===== src/rtl/mem_access_ctrl.sv =====
// Initiator-side controller for the 16-bit data memory port: single LOAD/STORE,
// forward block COPY, one response per request over a valid/ready handshake.
module mem_access_ctrl #(
    parameter int DATA_W = 16,
    parameter int ADDR_W = 16,
    parameter int LEN_W  = 4
) (
    input  logic              clk,
    input  logic              rst,
    input  logic              req_valid,
    output logic              req_ready,
    input  logic [1:0]        req_op,
    input  logic [ADDR_W-1:0] req_base,
    input  logic [ADDR_W-1:0] req_offset,
    input  logic [DATA_W-1:0] req_wdata,
    input  logic [ADDR_W-1:0] req_dst,
    input  logic [LEN_W-1:0]  req_len,
    output logic              rsp_valid,
    input  logic              rsp_ready,
    output logic [DATA_W-1:0] rsp_rdata,
    output logic              rsp_err,
    output logic [ADDR_W-1:0] mem_access_addr,
    output logic [DATA_W-1:0] mem_write_data,
    output logic              mem_write_en,
    output logic              mem_read,
    input  logic [DATA_W-1:0] mem_read_data
);

    typedef enum logic [2:0] {
        S_IDLE, S_LOAD, S_STORE, S_CP_RD, S_CP_WR, S_RESP
    } state_t;

    localparam logic [1:0] OP_LOAD  = 2'b00;
    localparam logic [1:0] OP_STORE = 2'b01;
    localparam logic [1:0] OP_COPY  = 2'b10;
    localparam logic [1:0] OP_RSVD  = 2'b11;

    state_t            state, state_nx;
    logic [ADDR_W-1:0] src_q, dst_q;
    logic [DATA_W-1:0] wdata_q, cp_buf_q, rdata_q;
    logic [LEN_W-1:0]  cnt_q;
    logic              err_q;
    logic [ADDR_W-1:0] ea;

    // Modular add: the carry out of the top bit is simply dropped.
    assign ea = req_base + req_offset;

    always_ff @(posedge clk or posedge rst) begin
        if (rst) state <= S_IDLE;
        else     state <= state_nx;
    end

    // Memory strobes are decoded from state so reset silences the port at once.
    always_comb begin
        state_nx        = state;
        req_ready       = 1'b0;
        rsp_valid       = 1'b0;
        mem_access_addr = '0;
        mem_write_data  = '0;
        mem_write_en    = 1'b0;
        mem_read        = 1'b0;
        case (state)
            S_IDLE: begin
                req_ready = 1'b1;
                if (req_valid) begin
                    case (req_op)
                        OP_LOAD:  state_nx = S_LOAD;
                        OP_STORE: state_nx = S_STORE;
                        OP_COPY:  state_nx = (req_len != '0) ? S_CP_RD : S_RESP;
                        default:  state_nx = S_RESP;
                    endcase
                end
            end
            S_LOAD: begin
                mem_read        = 1'b1;
                mem_access_addr = src_q;
                state_nx        = S_RESP;
            end
            S_STORE: begin
                mem_write_en    = 1'b1;
                mem_access_addr = src_q;
                mem_write_data  = wdata_q;
                state_nx        = S_RESP;
            end
            S_CP_RD: begin
                mem_read        = 1'b1;
                mem_access_addr = src_q;
                state_nx        = S_CP_WR;
            end
            S_CP_WR: begin
                mem_write_en    = 1'b1;
                mem_access_addr = dst_q;
                mem_write_data  = cp_buf_q;
                state_nx        = (cnt_q == LEN_W'(1)) ? S_RESP : S_CP_RD;
            end
            S_RESP: begin
                rsp_valid = 1'b1;
                if (rsp_ready) state_nx = S_IDLE;
            end
            default: state_nx = S_IDLE;
        endcase
    end

    // src_q doubles as the LOAD/STORE effective address.
    always_ff @(posedge clk or posedge rst) begin
        if (rst) begin
            src_q    <= '0;
            dst_q    <= '0;
            wdata_q  <= '0;
            cp_buf_q <= '0;
            rdata_q  <= '0;
            cnt_q    <= '0;
            err_q    <= 1'b0;
        end else begin
            case (state)
                S_IDLE: if (req_valid) begin
                    src_q   <= ea;
                    dst_q   <= req_dst;
                    wdata_q <= req_wdata;
                    cnt_q   <= req_len;
                    rdata_q <= '0;
                    err_q   <= (req_op == OP_RSVD);
                end
                S_LOAD:  rdata_q  <= mem_read_data;
                S_CP_RD: cp_buf_q <= mem_read_data;
                S_CP_WR: begin
                    src_q <= src_q + ADDR_W'(1);
                    dst_q <= dst_q + ADDR_W'(1);
                    cnt_q <= cnt_q - LEN_W'(1);
                    if (cnt_q == LEN_W'(1)) rdata_q <= cp_buf_q;
                end
                default: ;
            endcase
        end
    end

    assign rsp_rdata = rsp_valid ? rdata_q : '0;
    assign rsp_err   = rsp_valid & err_q;

endmodule


===== config.mk =====
export PLATFORM = sky130hd
export DESIGN_NAME = mem_access_ctrl
export DESIGN_NICKNAME = d
export VERILOG_FILES = /design/src/rtl/mem_access_ctrl.sv
export SDC_FILE = /design/constraint.sdc
export NUM_CORES = 1
export LEC_CHECK = 0
export CAP_MARGIN = 20
export CORE_MARGIN = 2
export CORE_UTILIZATION = 44
export CTS_CLUSTER_DIAMETER = 150
export CTS_CLUSTER_SIZE = 20
export DETAILED_ROUTE_END_ITERATION = 10
export GPL_TIMING_DRIVEN = 0
export MAX_ROUTING_LAYER = met4
export PLACE_DENSITY = 0.83
export SYNTH_ARGS = -nofsm -noshare
export SYNTH_HDL_FRONTEND = slang
export SYNTH_SLANG_ARGS = --single-unit

===== constraint.sdc =====
create_clock -name clk -period 3.32 [get_ports clk]
set_input_delay 0.996 -clock clk [delete_from_list [all_inputs] [get_ports clk]]
set_output_delay 0.996 -clock clk [all_outputs]
set_load 0.01 [all_outputs]

Word level (Yosys, flattened, before mapping)
Cells that the tools add are included.

word-level totals
  output and inout port bits = 53
  input port bits = 90
  logic and storage cells = 60
  register bits after elaboration = 88

operators by class
  add/sub/neg operators = 4
  multiplexer cells = 22
  bitwise logic cells = 1
  reductions and logical operators = 13
  eq/ne operators = 12

operators by type and width
  operator               number
  $pmux 16 s2            4
  $mux 16                5
  $pmux 16 s3            1
  $add 16x1->16 const B  2
  $add 16x16->16         1
  $pmux 3 s5             1
  $mux 3                 4
  $pmux 3 s3             1
  $pmux 4 s2             1
  $eq 3x2->1 const B     2
  $eq 3x3->1 const B     2
  $ne 2x2->1 const B     3
  $reduce_and 2->1       3
  $reduce_or 2->1        3
  $eq 2x2->1 const B     2
  $eq 4x1->1 const B     1
  $mux 1                 4
  $mux 4                 1
  $reduce_bool 4->1      1
  $sub 4x1->4 const B    1
  $eq 3x1->1 const B     1
  $logic_not 3->1        1
  $reduce_and 3->1       1
  $reduce_bool 3->1      1
  other kinds (5)        5

Depth between registers and ports, before layout
Gate-level depths: netlist (run 1).

  depth after elaboration = 5
  gate-level depth with buffers = 8
  mapped depth without buffers = 8

Worst setup path after synthesis (run 1)
Ideal clock, no wire load.

  kind = input to register
  from = input port req_base[0]
  to = register src_q[14]
  arrival = 2.716 ns
  setup slack = 0.484 ns
  stages on the path = 8
  required time = 3.200 ns
  cells stage by stage = ha_1 fa_1 a21o_1 a221oi_2 o21ai_0 a31oi_1 mux2i_1 nor2_1

on the way
  cells in the longest elaborated chain, start to end = 3

ends and longest elaborated chain
  element                 RTL line  text
  start: declaration      13        input logic [ADDR_W-1:0] req_base,
  $add 16x16->16          46        assign ea = req_base + req_offset;
  $mux 16                 116       S_IDLE: if (req_valid) begin
  $pmux 16 s2             115       case (state)
  end signal: assignment  127       src_q <= src_q + ADDR_W'(1);
  end: declaration        39        logic [ADDR_W-1:0] src_q, dst_q;

Every way passes these cells. The select of a mux whose other input is x is not followed.
A chain may end at the register's enable or synchronous reset.

Worst setup path in the final report (run 1)
  from = register state[0]
  to = output port mem_write_en

on the way
  cells in the longest elaborated chain, start to end = 3
  elaborated cells on any way between the ends = 4

ends and longest elaborated chain
  element                                          RTL line  text
  start: declaration                               38        state_t state, state_nx;
  start signal: assignment                         50        else state <= state_nx;
  $eq 3x3->1 / $eq 3x2->1 (equally long branches)  62        case (state)
  $reduce_or 2->1 (no source line) (*)             --
  $mux 1 (*)                                       62
  end: declaration                                 24        output logic mem_write_en,

Mark *: on every way between the ends. The rest lies on a longest branch, timed or not.

==> flow_summary.toml, run 1 <==
[worst_setup_path]
cp_cell_sequence = "buf_4 > nor3b_4 > buf_6 > clkbuf_8 > or2_2 > clkdlybuf4s50_1"
path_max_fanout = 10
max_stage_delay_ns = 0.53
cp.required_ns = 2.32
arrival_ns = 2.27
path_buf_inv = 4
setup.worst_path.start_class = "register"
slowest_stage = "clkdlybuf4s50_1"
cp_top_family = "buffers and inverters"
end_kind = "primary output"
critPathKind = "reg -> out"

[clock_network]
cts_tree = "yes"
cts_hold_buf = 0
clk_path_buf_depth = 2
numCtsBuffers = 9
ctsHtreeMaxLevel = 3
cts_root_buffer = "clkbuf_16"
clkLatencyLatePin_ns = 0.34
clkTransAtPathRegs_ns = 0.06
cts_sinks = 88

[detailed_routing]
num_vias = 5409
dr.first_iter.drc_count = 650
wirelength_um = 17330
post-route-drc-count = 0
vias_per_cell = 5.867
ant_nets = 0
wire_per_inst_um = 18.80
dr.pass1.iters = 5

[status]
status = "finished clean"

[grt]
track_usage_pct = 27.52
gr-usage-met3_pct = 3.294
grt_pass1_wl_um = 27220
busiest_layer = "met2"
grt_pass1_vias = 5343
grt_use_met1_pct = 36.23
grtUsageMet2_pct = 44.59
grt_max_degree = 75
gr-total-overflow = 0
antenna_found_initial = 0

[floorplanning]
die_h_um = 113.9
design.die.area_um2 = 12960
io_pins = 143
num_rows = 40
coreArea_um2 = 11910
start_util_pct = 44.58
die_x_um = 113.9

[placed_design]
post-dp-hpwl_um = 12990
portBuffers = 142
place_congestion = 1.002
dp.cells = 907

[synth]
syn-num-nets = 727
synth-edff-count = 0
synth_cells = 617
synth_area_leaders = "dfrtp_1, nand2_1, a21oi_1, ha_1, nor2_1"
ys_ff_latch = 88
yosysTopAreaCellShare_pct = 41.47
syn_avg_cell_area_um2 = 8.606
synth_area_leader_cell = "dfrtp_1"
synth_area_um2 = 5310
yosysWarnings = 0
yosysSeqAreaShare_pct = 41.47
synthArstFlopShare_pct = 100.0
ys.flop_type = "dfrtp_1"
ys_types = 53

[sta]
post-route-period-util_pct = 98.23
max_slew_margin_pct = 45.63
maxSlewViolCount = 0
worstMarginPinSlew_ns = 0.8125
skew_ns = 0.005179
setup_viol = 0
fmax_ghz = 0.3066
finalHoldViolCount = 0
min_period_ns = 3.261

[layout]
fin_nets = 881
fill_cells = 997
final_core_util_pct = 62.06
antenna_cells = 0
area_growth_pct = 39.21
final-seq-area_um2 = 2202
final_cells = 922
multi_input_area_um2 = 2935
drive_above_1_share_pct = 8.516

[pwr]
leakagePower_nw = 3.249
finalPower_mw = 7.007
p_per_area_nw_per_um2 = 947.9
ir_worst_vdd_v = 0.0004146

[run]
cap_viol_max_count = 0

[worst_hold_path]
hold_class = "reg -> reg"
[flip-flops by register name, indices dropped and copies added, names as in the netlist]
| name | count |
|---|---|
| err_q | 1 |
| src_q | 16 |
| dst_q | 16 |
| wdata_q | 16 |
| rdata_q | 16 |
| cp_buf_q | 16 |
| state | 3 |
| cnt_q | 4 |
[worst paths after layout]
kind | startpoint | to | slack, ns | cells after the start
hold / removal | err_q | err_q | 0.46 | 2
setup reg to reg | state[2] | src_q[14] | 0.91 | 6
setup / recovery | state[0] | mem_write_en | 0.06 | 6
min in group asynchronous | rst | cnt_q[1] | 0.94 | 2
max in group asynchronous | rst | src_q[8] | 1.75 | 3
hold reg to reg | err_q | err_q | 0.46 | 2
[logic make-up (layout without fill, tap and decap cells)]
family	after synthesis	after routing	share of synthesized area, %
DFF	88	88	41.47
muxes	18	18	3.770
buffers and inverters	47	205	3.487
and+or+nand+nor	251	251	21.87
AOI/OAI and AO/OA	180	180	22.41
xor gates and xnor gates	13	13	2.144
adders and majority gates	20	20	4.854
[worst reg2reg max path, delay by kind of cell, from the launching register on]
family | cells | cell delay [ns]
AO/OA/AOI/OAI | 1 | 0.11
flip-flops | 1 | 0.44
AND/OR/NAND/NOR | 5 | 1.79
[power by group]
group | internal (mW) | switching, mW | total (mW) | leakage, nW
Combinational | 1.72 | 2.00 | 3.72 | 2.07
Sequential | 1.61 | 0.519 | 2.13 | 1.02
Clock | 0.737 | 0.428 | 1.16 | 0.163
Total | 4.06 | 2.94 | 7.01 | 3.25
[final cells by class]
type / count / share of cell area [%]
inverters: 8 / 0.4401
repair buffers: 146 / 20.33
plain buffers: 36 / 2.640
clock buffers: 9 / 3.047
clock inverters: 6 / 1.557
multi-input cells: 482 / 39.71
well taps: 147 / 2.488
flip-flops and latches: 88 / 29.79
[cell usage in the layout (no fill, tap or decap), drive strengths merged, types with 17 or more instances in the layout]
cell type / count
and2: 20
o21ai: 27
nand3: 23
ha: 19
a22oi: 17
nand2: 108
clkdlybuf4s50: 131
a21oi: 54
clkbuf: 34
nor2: 55
dfrtp: 88
[synthesized netlist by cell type (all sizes together), types with 2 or more instances]
cell and number:
nand2 108, dfrtp 88, nor2 55, a21oi 54, clkbuf 29, o21ai 27
nand3 23, and2 20, ha 19, a22oi 17, a211oi 16, a22o 16
mux2 16, o22ai 13, buf 10, a311oi 9, nor3 9, xor2 9
inv 8, a31oi 6, and3 6, nand4 5, or3 5, nor3b 4
nor4 4, or2 4, xnor2 4, a21o 3, a221o 3, a221oi 3
nor2b 3, a41oi 2, and4 2, mux2i 2, nand3b 2, o211ai 2
o31ai 2
[stage by stage]
stage / hold WS, ns / setup TNS [ns] / area (um2) / setup WS [ns]
after floorplan: 0.4304 / 0 / 5310 / 0.04545
after global placement: 0.4450 / -118.71 / 6915 / -1.286
after detailed placement: 0.4483 / -7.438 / 6945 / -0.5272
after CTS: 0.4623 / -0.02114 / 7350 / -0.02114
after global routing: 0.4972 / -0.04167 / 7392 / -0.04167
final: 0.4615 / 0 / 7392 / 0.05882
[repair_timing]
action | in CTS | in global routing
buffers inserted | 2 | 1
pin swaps | 2 | 1
resized for setup | 20 | 22
endpoints found under the setup margin | 39 | 41
[routing by layer]
metal  share of wire, %  wire length (um)
met2                 48              8315
met5                  0                 0
met1                 43              7428
met3                6.7              1153
met4                2.5               433
Power figures use the tool's default switching activity.
==> run 2, diff against run 1 <==
--- a/config.mk
+++ b/config.mk
@@ -7,13 +7,14 @@
 export LEC_CHECK = 0
 export CAP_MARGIN = 20
 export CORE_MARGIN = 2
-export CORE_UTILIZATION = 44
+export CORE_UTILIZATION = 49
 export CTS_CLUSTER_DIAMETER = 150
-export CTS_CLUSTER_SIZE = 20
+export CTS_CLUSTER_SIZE = 8
 export DETAILED_ROUTE_END_ITERATION = 10
 export GPL_TIMING_DRIVEN = 0
 export MAX_ROUTING_LAYER = met4
-export PLACE_DENSITY = 0.83
+export PLACE_DENSITY = 0.87
+export SETUP_SLACK_MARGIN = 0.2
 export SYNTH_ARGS = -nofsm -noshare
 export SYNTH_HDL_FRONTEND = slang
 export SYNTH_SLANG_ARGS = --single-unit
==> constraint.sdc (replaced) <==
create_clock -name clk -period 3.1 [get_ports clk]
set_input_delay 0.93 -clock clk [delete_from_list [all_inputs] [get_ports clk]]
set_output_delay 0.93 -clock clk [all_outputs]
set_load 0.01 [all_outputs]
==> flow_summary.toml, run 2 (synthesis gave the netlist of run 1 again) <==
[status]
status = "finished clean"

[sta]
fmax_ghz = 0.3410
finalHoldViolCount = 0
max_slew_margin_pct = 46.01
worstMarginPinSlew_ns = 0.8068
skew_ns = 0.01522
setup_viol = 0
maxSlewViolCount = 0
rsz0062_at_grt = "yes"
min_period_ns = 2.933
post-route-period-util_pct = 94.60

[floorplanning]
die_x_um = 108.1
start_util_pct = 49.64
coreArea_um2 = 10700
io_pins = 143
num_rows = 38
die_h_um = 108.1
design.die.area_um2 = 11690

[clock_network]
clkLatencyLatePin_ns = 0.36
cts_root_buffer = "clkbuf_8"
clkTransAtPathRegs_ns = 0.10
cts_hold_buf = 0
cts_tree = "yes"
ctsHtreeMaxLevel = 3
numCtsBuffers = 9
cts_sinks = 88
clk_path_buf_depth = 2

[pwr]
p_comb_share_pct = 57.5
ir_worst_vdd_v = 0.0005037
p_per_area_nw_per_um2 = 977.7
p_clk_share_pct = 11.5
switching_share_pct = 45.14
finalPower_mw = 7.215
leakagePower_nw = 3.323
power.share.sequential_pct = 31.0
p_switching_mw = 3.257
intPower_mw = 3.958

[grt]
grt_pass1_wl_um = 27300
grt_pass1_vias = 5690
grt_max_degree = 36
gr-total-overflow = 0
track_usage_pct = 30.84
antenna_found_initial = 0

[layout]
area_growth_pct = 38.97
final_cells = 934
layout_common_cells = "nand2_1, clkdlybuf4s50_1, dfrtp_1"
final_area_um2 = 7380
antenna_cells = 0
fill_cells = 829
final_common_cell = "nand2_1"
drive_above_1_share_pct = 15.49
fin_nets = 899

[worst_setup_path]
setup.worst_path.start_class = "register"
cp_cell_sequence = "buf_6 > nor3b_4 > buf_6 > clkbuf_8 > buf_8 > a22o_1 > clkdlybuf4s15_2"
cp_top_family = "buffers and inverters"
rrSetupSlack_ns = 0.85
path_buf_inv = 5
critPathKind = "reg -> out"
cpMostUsedCell = "buf_6"
cp.required_ns = 2.17
path_max_fanout = 10
max_stage_delay_ns = 0.41
arrival_ns = 2.00
end_kind = "primary output"
slowest_stage = "dfrtp_1"

[detailed_routing]
post-route-drc-count = 0
num_vias = 5750
ant_nets = 0
dr.pass1.iters = 5
wire_per_inst_um = 18.87
vias_per_cell = 6.156
dr.first_iter.drc_count = 521
wirelength_um = 17630

[placed_design]
portBuffers = 142
dp.cells = 901
place_area_um2 = 6950
place_congestion = 0.9808
post-dp-hpwl_um = 12840

[worst_hold_path]
hold_class = "reg -> reg"

[run]
cap_viol_max_count = 0
## run 2: cell type report
class | count | area (um2) | area share (%)
clock buffers | 11 | 141.4 | 1.916
multi-input cells | 482 | 3017 | 40.88
plain buffers | 39 | 289.0 | 3.917
inverters | 8 | 33.78 | 0.4578
well taps | 140 | 175.2 | 2.374
repair buffers | 161 | 1458 | 19.75
clock inverters | 5 | 63.81 | 0.8647
flip-flops and latches | 88 | 2202 | 29.84
## run 2: path summary, 6_finish.rpt
path	start	endpoint	cells past startpoint
max in group asynchronous	rst	dst_q[8]	4
worst max register to register	state[2]	dst_q[7]	8
worst min register to register	wdata_q[9]	wdata_q[9]	2
worst min-delay path	wdata_q[9]	wdata_q[9]	2
worst max-delay path	state[0]	mem_write_data[15]	7
min in group asynchronous	rst	wdata_q[14]	2
## run 2: power by group through the flow
stage / Clock (mW) / Combinational, mW / Sequential [mW]
final: 0.830 / 4.15 / 2.23
after global routing: 0.874 / 4.45 / 2.29
after CTS: 0.824 / 4.03 / 2.20
after detailed placement: 0 / 3.84 / 2.23
after global placement: 0 / 3.72 / 2.19
after floorplan: 0 / 2.34 / 2.07
## run 2: repair_timing
item | CTS | global route
setup buffers | 11 | 6
pin swaps | 6 | 6
setup endpoints to repair | 54 | 38
resized for setup | 146 | 38
## run 2: per-stage QoR
| stage | worst slack, ns | hold slack [ns] | utilization (%) | setup TNS (ns) |
|---|---|---|---|---|
| floorplan | 0.3299 | 0.4304 | - | 0 |
| global placement | -0.6710 | 0.4488 | 64.60 | -11.69 |
| detailed placement | -0.6932 | 0.4680 | 64.97 | -12.52 |
| CTS | 0.1023 | 0.4880 | 69.12 | 0 |
| global route | 0.1380 | 0.5222 | 68.98 | 0 |
| finish | 0.1673 | 0.4914 | 68.98 | 0 |
## run 2: worst min-delay path, cell delays in order, from the launching register on
cell,delay [ns]
dfrtp_1,0.36
nand2_1,0.05
nand2_1,0.05
## run 2: metal layers
| metal | global-route usage [%] | wire length [um] |
|---|---|---|
| met3 | 4.099 | 1397 |
| met1 | 36.55 | 6852 |
| met4 | 15.11 | 796 |
| met5 | - | 0 |
| met2 | 51.89 | 8578 |
==> run 3, diff against run 2 <==
--- a/config.mk
+++ b/config.mk
@@ -15,6 +15,7 @@
 export MAX_ROUTING_LAYER = met4
 export PLACE_DENSITY = 0.87
 export SETUP_SLACK_MARGIN = 0.2
+export SLEW_MARGIN = 5
 export SYNTH_ARGS = -nofsm -noshare
 export SYNTH_HDL_FRONTEND = slang
 export SYNTH_SLANG_ARGS = --single-unit
==> results of run 3 <==
The final DEF is identical to that of run 2; final timing and power are the same.
